$ cat config.mk
export PLATFORM = sky130hd
export DESIGN_NAME = rob_commit
export DESIGN_NICKNAME = d
export VERILOG_FILES = /design/src/rtl/rob_commit.sv
export SDC_FILE = /design/constraint.sdc
export NUM_CORES = 1
export LEC_CHECK = 0
export CAP_MARGIN = 20
export CORE_MARGIN = 8
export CORE_UTILIZATION = 42
export DETAILED_ROUTE_END_ITERATION = 10
export GPL_ROUTABILITY_DRIVEN = 0
export PLACE_DENSITY = 0.69
export SETUP_SLACK_MARGIN = 0.15
export SLEW_MARGIN = 10
export SYNTH_ARGS = -nofsm -noshare
export SYNTH_HDL_FRONTEND = slang
export SYNTH_SLANG_ARGS = --single-unit
$ cat constraint.sdc
create_clock -name clk_in -period 3.7 [get_ports clk_in]
set_clock_uncertainty 0.05 [all_clocks]
set_input_delay 0.925 -clock clk_in [delete_from_list [all_inputs] [get_ports clk_in]]
set_output_delay 0.925 -clock clk_in [all_outputs]
set_load 0.02 [all_outputs]
$ cat src/rtl/rob_commit.sv
// rob_commit: in-order retirement buffer for the out-of-order core.
// Allocates tags at issue, answers operand-readiness queries, captures CDB
// results and retires the head entry, flushing everything on a committed
// branch mispredict.
// Optional feature macro: ROB_CDB_BYPASS_EN forwards a same-cycle CDB result
// to the rs1/rs2 queries; when undefined, queries see stored state only.

module rob_commit #(
    parameter int ROB_WIDTH_BIT = 3
) (
    input  logic                     clk_in,
    input  logic                     rst_in,
    input  logic                     rdy_in,

    input  logic                     issue_valid,
    input  logic [4:0]               issue_rd,
    input  logic                     issue_is_store,
    input  logic                     issue_is_branch,
    input  logic                     issue_ready,
    input  logic [31:0]              issue_val,
    output logic                     rob_full,
    output logic [4:0]               new_reg_id,
    output logic [ROB_WIDTH_BIT-1:0] new_ROB_id,

    input  logic                     cdb_valid,
    input  logic [ROB_WIDTH_BIT-1:0] cdb_rob_id,
    input  logic [31:0]              cdb_val,
    input  logic                     cdb_mispredict,
    input  logic [31:0]              cdb_target,

    input  logic [ROB_WIDTH_BIT-1:0] rs1_id,
    input  logic [ROB_WIDTH_BIT-1:0] rs2_id,
    output logic                     rs1_ready,
    output logic                     rs2_ready,
    output logic [31:0]              rs1_val,
    output logic [31:0]              rs2_val,

    output logic [4:0]               write_reg_id,
    output logic [ROB_WIDTH_BIT-1:0] write_ROB_id,
    output logic [31:0]              write_val,
    output logic                     store_commit,
    output logic                     clear_flag,
    output logic [31:0]              redirect_pc
);

    localparam int DEPTH = 1 << ROB_WIDTH_BIT;
    localparam logic [ROB_WIDTH_BIT:0] FULL_COUNT = (ROB_WIDTH_BIT + 1)'(DEPTH);

    typedef logic [ROB_WIDTH_BIT-1:0] tag_t;
    typedef logic [ROB_WIDTH_BIT:0]   cnt_t;

    // Control state (reset)
    logic [DEPTH-1:0] busy;
    logic [DEPTH-1:0] ready;
    tag_t             head;
    tag_t             tail;
    cnt_t             count;

    // Payload storage (not reset; only meaningful while busy/ready)
    logic [4:0]  rd_mem      [DEPTH];
    logic        store_mem   [DEPTH];
    logic        branch_mem  [DEPTH];
    logic        mispred_mem [DEPTH];
    logic [31:0] val_mem     [DEPTH];
    logic [31:0] target_mem  [DEPTH];

    logic issue_fire;
    logic cdb_fire;
    logic commit_fire;
    logic flush_fire;

    // Handshake decode: which of issue / writeback / commit / flush happen this edge
    always_comb begin
        rob_full    = (count == FULL_COUNT);
        commit_fire = rdy_in && (count != '0) && ready[head];
        flush_fire  = commit_fire && mispred_mem[head];
        // A flushing commit discards the tail, so an issue in that cycle is dropped.
        issue_fire  = rdy_in && issue_valid && !rob_full && !clear_flag && !flush_fire;
        cdb_fire    = rdy_in && cdb_valid && !clear_flag && busy[cdb_rob_id];
        new_reg_id  = issue_fire ? issue_rd : 5'd0;
        new_ROB_id  = tail;
    end

    // Operand queries, optionally forwarding the CDB value in flight this cycle
    always_comb begin
        // NOTE: every always_comb output gets a default first so no path can infer a latch.
        rs1_ready = ready[rs1_id];
        rs1_val   = val_mem[rs1_id];
        rs2_ready = ready[rs2_id];
        rs2_val   = val_mem[rs2_id];
`ifdef ROB_CDB_BYPASS_EN
        if (cdb_valid && (cdb_rob_id == rs1_id)) begin
            rs1_ready = 1'b1;
            rs1_val   = cdb_val;
        end
        if (cdb_valid && (cdb_rob_id == rs2_id)) begin
            rs2_ready = 1'b1;
            rs2_val   = cdb_val;
        end
`endif
    end

    // Pointer, occupancy and busy/ready bookkeeping
    always_ff @(posedge clk_in or negedge rst_in) begin
        // NOTE: sequential state uses non-blocking assignments so every read sees pre-edge values.
        if (!rst_in) begin
            busy  <= '0;
            ready <= '0;
            head  <= '0;
            tail  <= '0;
            count <= '0;
        end else begin
            if (cdb_fire) begin
                ready[cdb_rob_id] <= 1'b1;
            end
            if (issue_fire) begin
                busy[tail]  <= 1'b1;
                ready[tail] <= issue_ready;
                tail        <= tail + tag_t'(1);
            end
            if (commit_fire) begin
                busy[head] <= 1'b0;
                head       <= head + tag_t'(1);
            end
            count <= count + cnt_t'(issue_fire) - cnt_t'(commit_fire);
            if (flush_fire) begin
                busy  <= '0;
                head  <= '0;
                tail  <= '0;
                count <= '0;
            end
        end
    end

    // Entry payload written at issue and at writeback
    always_ff @(posedge clk_in) begin
        // NOTE: payload arrays carry no reset; busy/ready gate every use of them.
        if (issue_fire) begin
            rd_mem[tail]      <= issue_rd;
            store_mem[tail]   <= issue_is_store;
            branch_mem[tail]  <= issue_is_branch;
            mispred_mem[tail] <= 1'b0;
            val_mem[tail]     <= issue_val;
        end
        if (cdb_fire) begin
            val_mem[cdb_rob_id]     <= cdb_val;
            // Only an entry issued as a branch may request a flush.
            mispred_mem[cdb_rob_id] <= cdb_mispredict && branch_mem[cdb_rob_id];
            target_mem[cdb_rob_id]  <= cdb_target;
        end
    end

    // Registered commit port: one-cycle pulses, frozen while rdy_in is low
    always_ff @(posedge clk_in or negedge rst_in) begin
        if (!rst_in) begin
            write_reg_id <= '0;
            write_ROB_id <= '0;
            write_val    <= '0;
            store_commit <= 1'b0;
            clear_flag   <= 1'b0;
            redirect_pc  <= '0;
        end else if (commit_fire) begin
            write_reg_id <= rd_mem[head];
            write_ROB_id <= head;
            write_val    <= val_mem[head];
            store_commit <= store_mem[head];
            clear_flag   <= mispred_mem[head];
            if (mispred_mem[head]) begin
                redirect_pc <= target_mem[head];
            end
        end else if (rdy_in) begin
            write_reg_id <= '0;
            store_commit <= 1'b0;
            clear_flag   <= 1'b0;
        end
    end

endmodule

==> impl_metrics.toml <==
[outcome]
status = "finished, final reports clean"

[route]
wire_per_inst_um = 29.06
vias = 19234
totalWireLength_mm = 93.82
initialDrtViolationCount = 1894
drc_errors = 0
vias_per_cell = 5.958
ant_nets = 0
drtPass1Iterations = 9

[critical_path]
worstPathArrival_ps = 2550
start_kind = "primary input"
worst_setup_path_end_kind = "primary output"
worstPathMaxFanout = 22
criticalPathCategory = "in -> out"
r2r_setup_slack_ps = 460
required_ps = 2720

[power]
swShare_pct = 31.02
pwr-share-clk_pct = 29.6
p_sw_mw = 7.893
cellPowerDensity_nw_per_um2 = 633.1
power_frac_comb_pct = 32.3
ir_drop_uv = 672.5
intPower_mw = 17.55
seqPwrFrac_pct = 38.0
p_leak_nw = 13.69

[die]
core_region_area_um2 = 77590
rows = 102
dieHeight_um = 296.1
dieWidth_um = 296.1
initial_core_util_pct = 42.47
dieArea_um2 = 87680
ioPinCount = 268

[place]
numPortBuffers = 267
dp.cells = 3085
place_ws_ps = -94.55
hpwl_mm = 56.57

[synthesis]
synth_edf_count = 576
ys_seq_area_share_pct = 60.08
synth_nets = 1928
synth_area_um2 = 32950
yosysUniqueCellTypes = 55
synth_cells = 1800
synth-main-ff-cell = "edfxtp_1"
synthArstFlopShare_pct = 14.79
syn-mean-instance-area_um2 = 18.31
yosysWarnings = 0
synth_seq_cells = 676

[cts]
cts_buffer_depth = 3
hold_buffers = 0
numCtsBuffers = 75
htree_levels = 3
clock_latency_ps = 640
clock-sinks = 676
cts-root-buf = "clkbuf_16"
cts_tree = "done"
clkTransAtPathRegs_ps = 60

[cells_and_area]
seqCellArea_um2 = 19810
syn2layout_area_growth_pct = 21.96
finalNonFillerCells = 3228
multi_input_area_um2 = 12500
nets = 2252
final_common_cell = "edfxtp_1"
layout_common_cells = "edfxtp_1 (576), mux2_2 (410), mux4_2 (276), clkdlybuf4s50_1 (188), nand2_1 (104)"
drive_gt1_share_pct = 43.16
final_util_pct = 51.80
fill_cells = 6256

[grt]
antenna_found_initial = 5
grt_max_degree = 111
grt_pass1_wl_mm = 138.1
grt_use_total_pct = 21.28
first_global_vias = 20725
grt_overflow_total = 0

[sta]
fmax_mhz = 283.4
setup-violations-final = 0
worst_slack_ps = 171.8
tightestPinTransition_ps = 1072
layout_min_cycle_time_ps = 3528
slew_violations = 0
period_share_pct = 95.36
maxSlewHeadroom_pct = 28.53
rsz0062_at_grt = "yes"
tns_ps = 0
final-hold-violation-count = 0

[min_path]
min_path_type = "in -> async"

[job]
maxCapViolations = 0
[routing by layer]
metal  part of all wire (%)  wire length (um)  vias to the layer above  GRT usage, %
met2                     50             46470                      850         35.51
met3                    7.5              7048                      148         4.453
met5                  0.014                13                        -             0
met1                     41             38050                    10236         28.14
li1                       -                 -                     7998             -
met4                    2.4              2227                        2         6.163
[cell type report]
type	instances	share of cell area, %
antenna	3	0.01868
sequential	676	49.29
inverter	35	0.3705
multi-input combinational	964	31.10
timing repair buffer	372	9.706
tap	1040	3.238
clock inverter	44	1.354
clock buffer	94	4.922
[cell families (layout without fill, tap and decap cells)]
logic type	after synthesis	in the layout	synth area share (%)
other	0	3	0
DFF	676	676	60.08
AOI/OAI and AO/OA	63	63	1.200
xor gates and xnor gates	3	3	0.07975
adders and majority gates	9	9	0.3645
and+or+nand+nor	178	178	2.483
muxes	711	711	33.65
buffers and inverters	160	545	2.141
[cells in the mapped netlist, drive strengths merged, types with 8 or more instances]
cell | number | area share (%)
o21ai | 22 | 0.33
buf | 61 | 1.0
a21oi | 13 | 0.20
clkbuf | 64 | 0.73
o31ai | 8 | 0.20
ha | 8 | 0.30
dfrtp | 100 | 7.6
mux4 | 276 | 19
nor2 | 25 | 0.28
nand2 | 109 | 1.2
edfxtp | 576 | 52
inv | 31 | 0.35
mux2i | 23 | 0.71
mux2 | 412 | 14
[power by group through the flow]
stage / sequential, mW / combinational (mW) / clock, mW
after floorplan: 10.1 / 5.01 / 0
after global placement: 9.81 / 8.18 / 0
after detailed placement: 9.85 / 8.32 / 0
after CTS: 9.68 / 8.32 / 7.68
after global routing: 9.78 / 8.78 / 7.95
final: 9.68 / 8.23 / 7.54
[repair_timing]
| action | 4_1_cts | 5_1_grt |
|---|---|---|
| pin swaps | 1 | 1 |
| buffers inserted | 2 | 0 |
| setup endpoints to repair | 67 | 13 |
| gates resized for setup | 93 | 4 |
[state kept, by name, summed over array words and instances (netlist names)]
register / cells
branch_mem: 8
rd_mem: 40
head: 3
write_reg_id: 5
store_commit: 1
clear_flag: 1
store_mem: 8
new_ROB_id: 3
redirect_pc: 32
count: 4
val_mem: 256
ready: 8
mispred_mem: 8
busy: 8
write_val: 32
target_mem: 256
write_ROB_id: 3
[metrics by stage]
step / total power [mW] / area (um^2) / hold WS [ps]
finish: 25.45 / 40190 / 303.2
global route: 26.51 / 40190 / 335.0
CTS: 25.68 / 40170 / 306.4
detailed placement: 18.17 / 37690 / 445.6
global placement: 17.99 / 37660 / 419.6
floorplan: 15.10 / 32980 / 434.5
[critical path, cell delays in order]
cell           delay, ps
buf_4                170
buf_12               230
mux4_2               530
mux2_2               320
dlygate4sd2_1        340
[path summary, 6_finish.rpt]
check                                              end  depth (start not counted)                        from
max                                        rs1_val[26]                          5                   rs1_id[0]
max reg2reg                         count[1]$_DFF_PN0_                         10         head[0]$_DFFE_PN0P_
min reg2reg                 redirect_pc[7]$_DFFE_PN0N_                          1  redirect_pc[7]$_DFFE_PN0N_
max in group asynchronous    write_val[25]$_DFFE_PN0N_                          2                      rst_in
min                        redirect_pc[12]$_DFFE_PN0N_                          1                      rst_in
min in group clk_in         redirect_pc[7]$_DFFE_PN0N_                          1  redirect_pc[7]$_DFFE_PN0N_
Power figures use the tool's default switching activity.
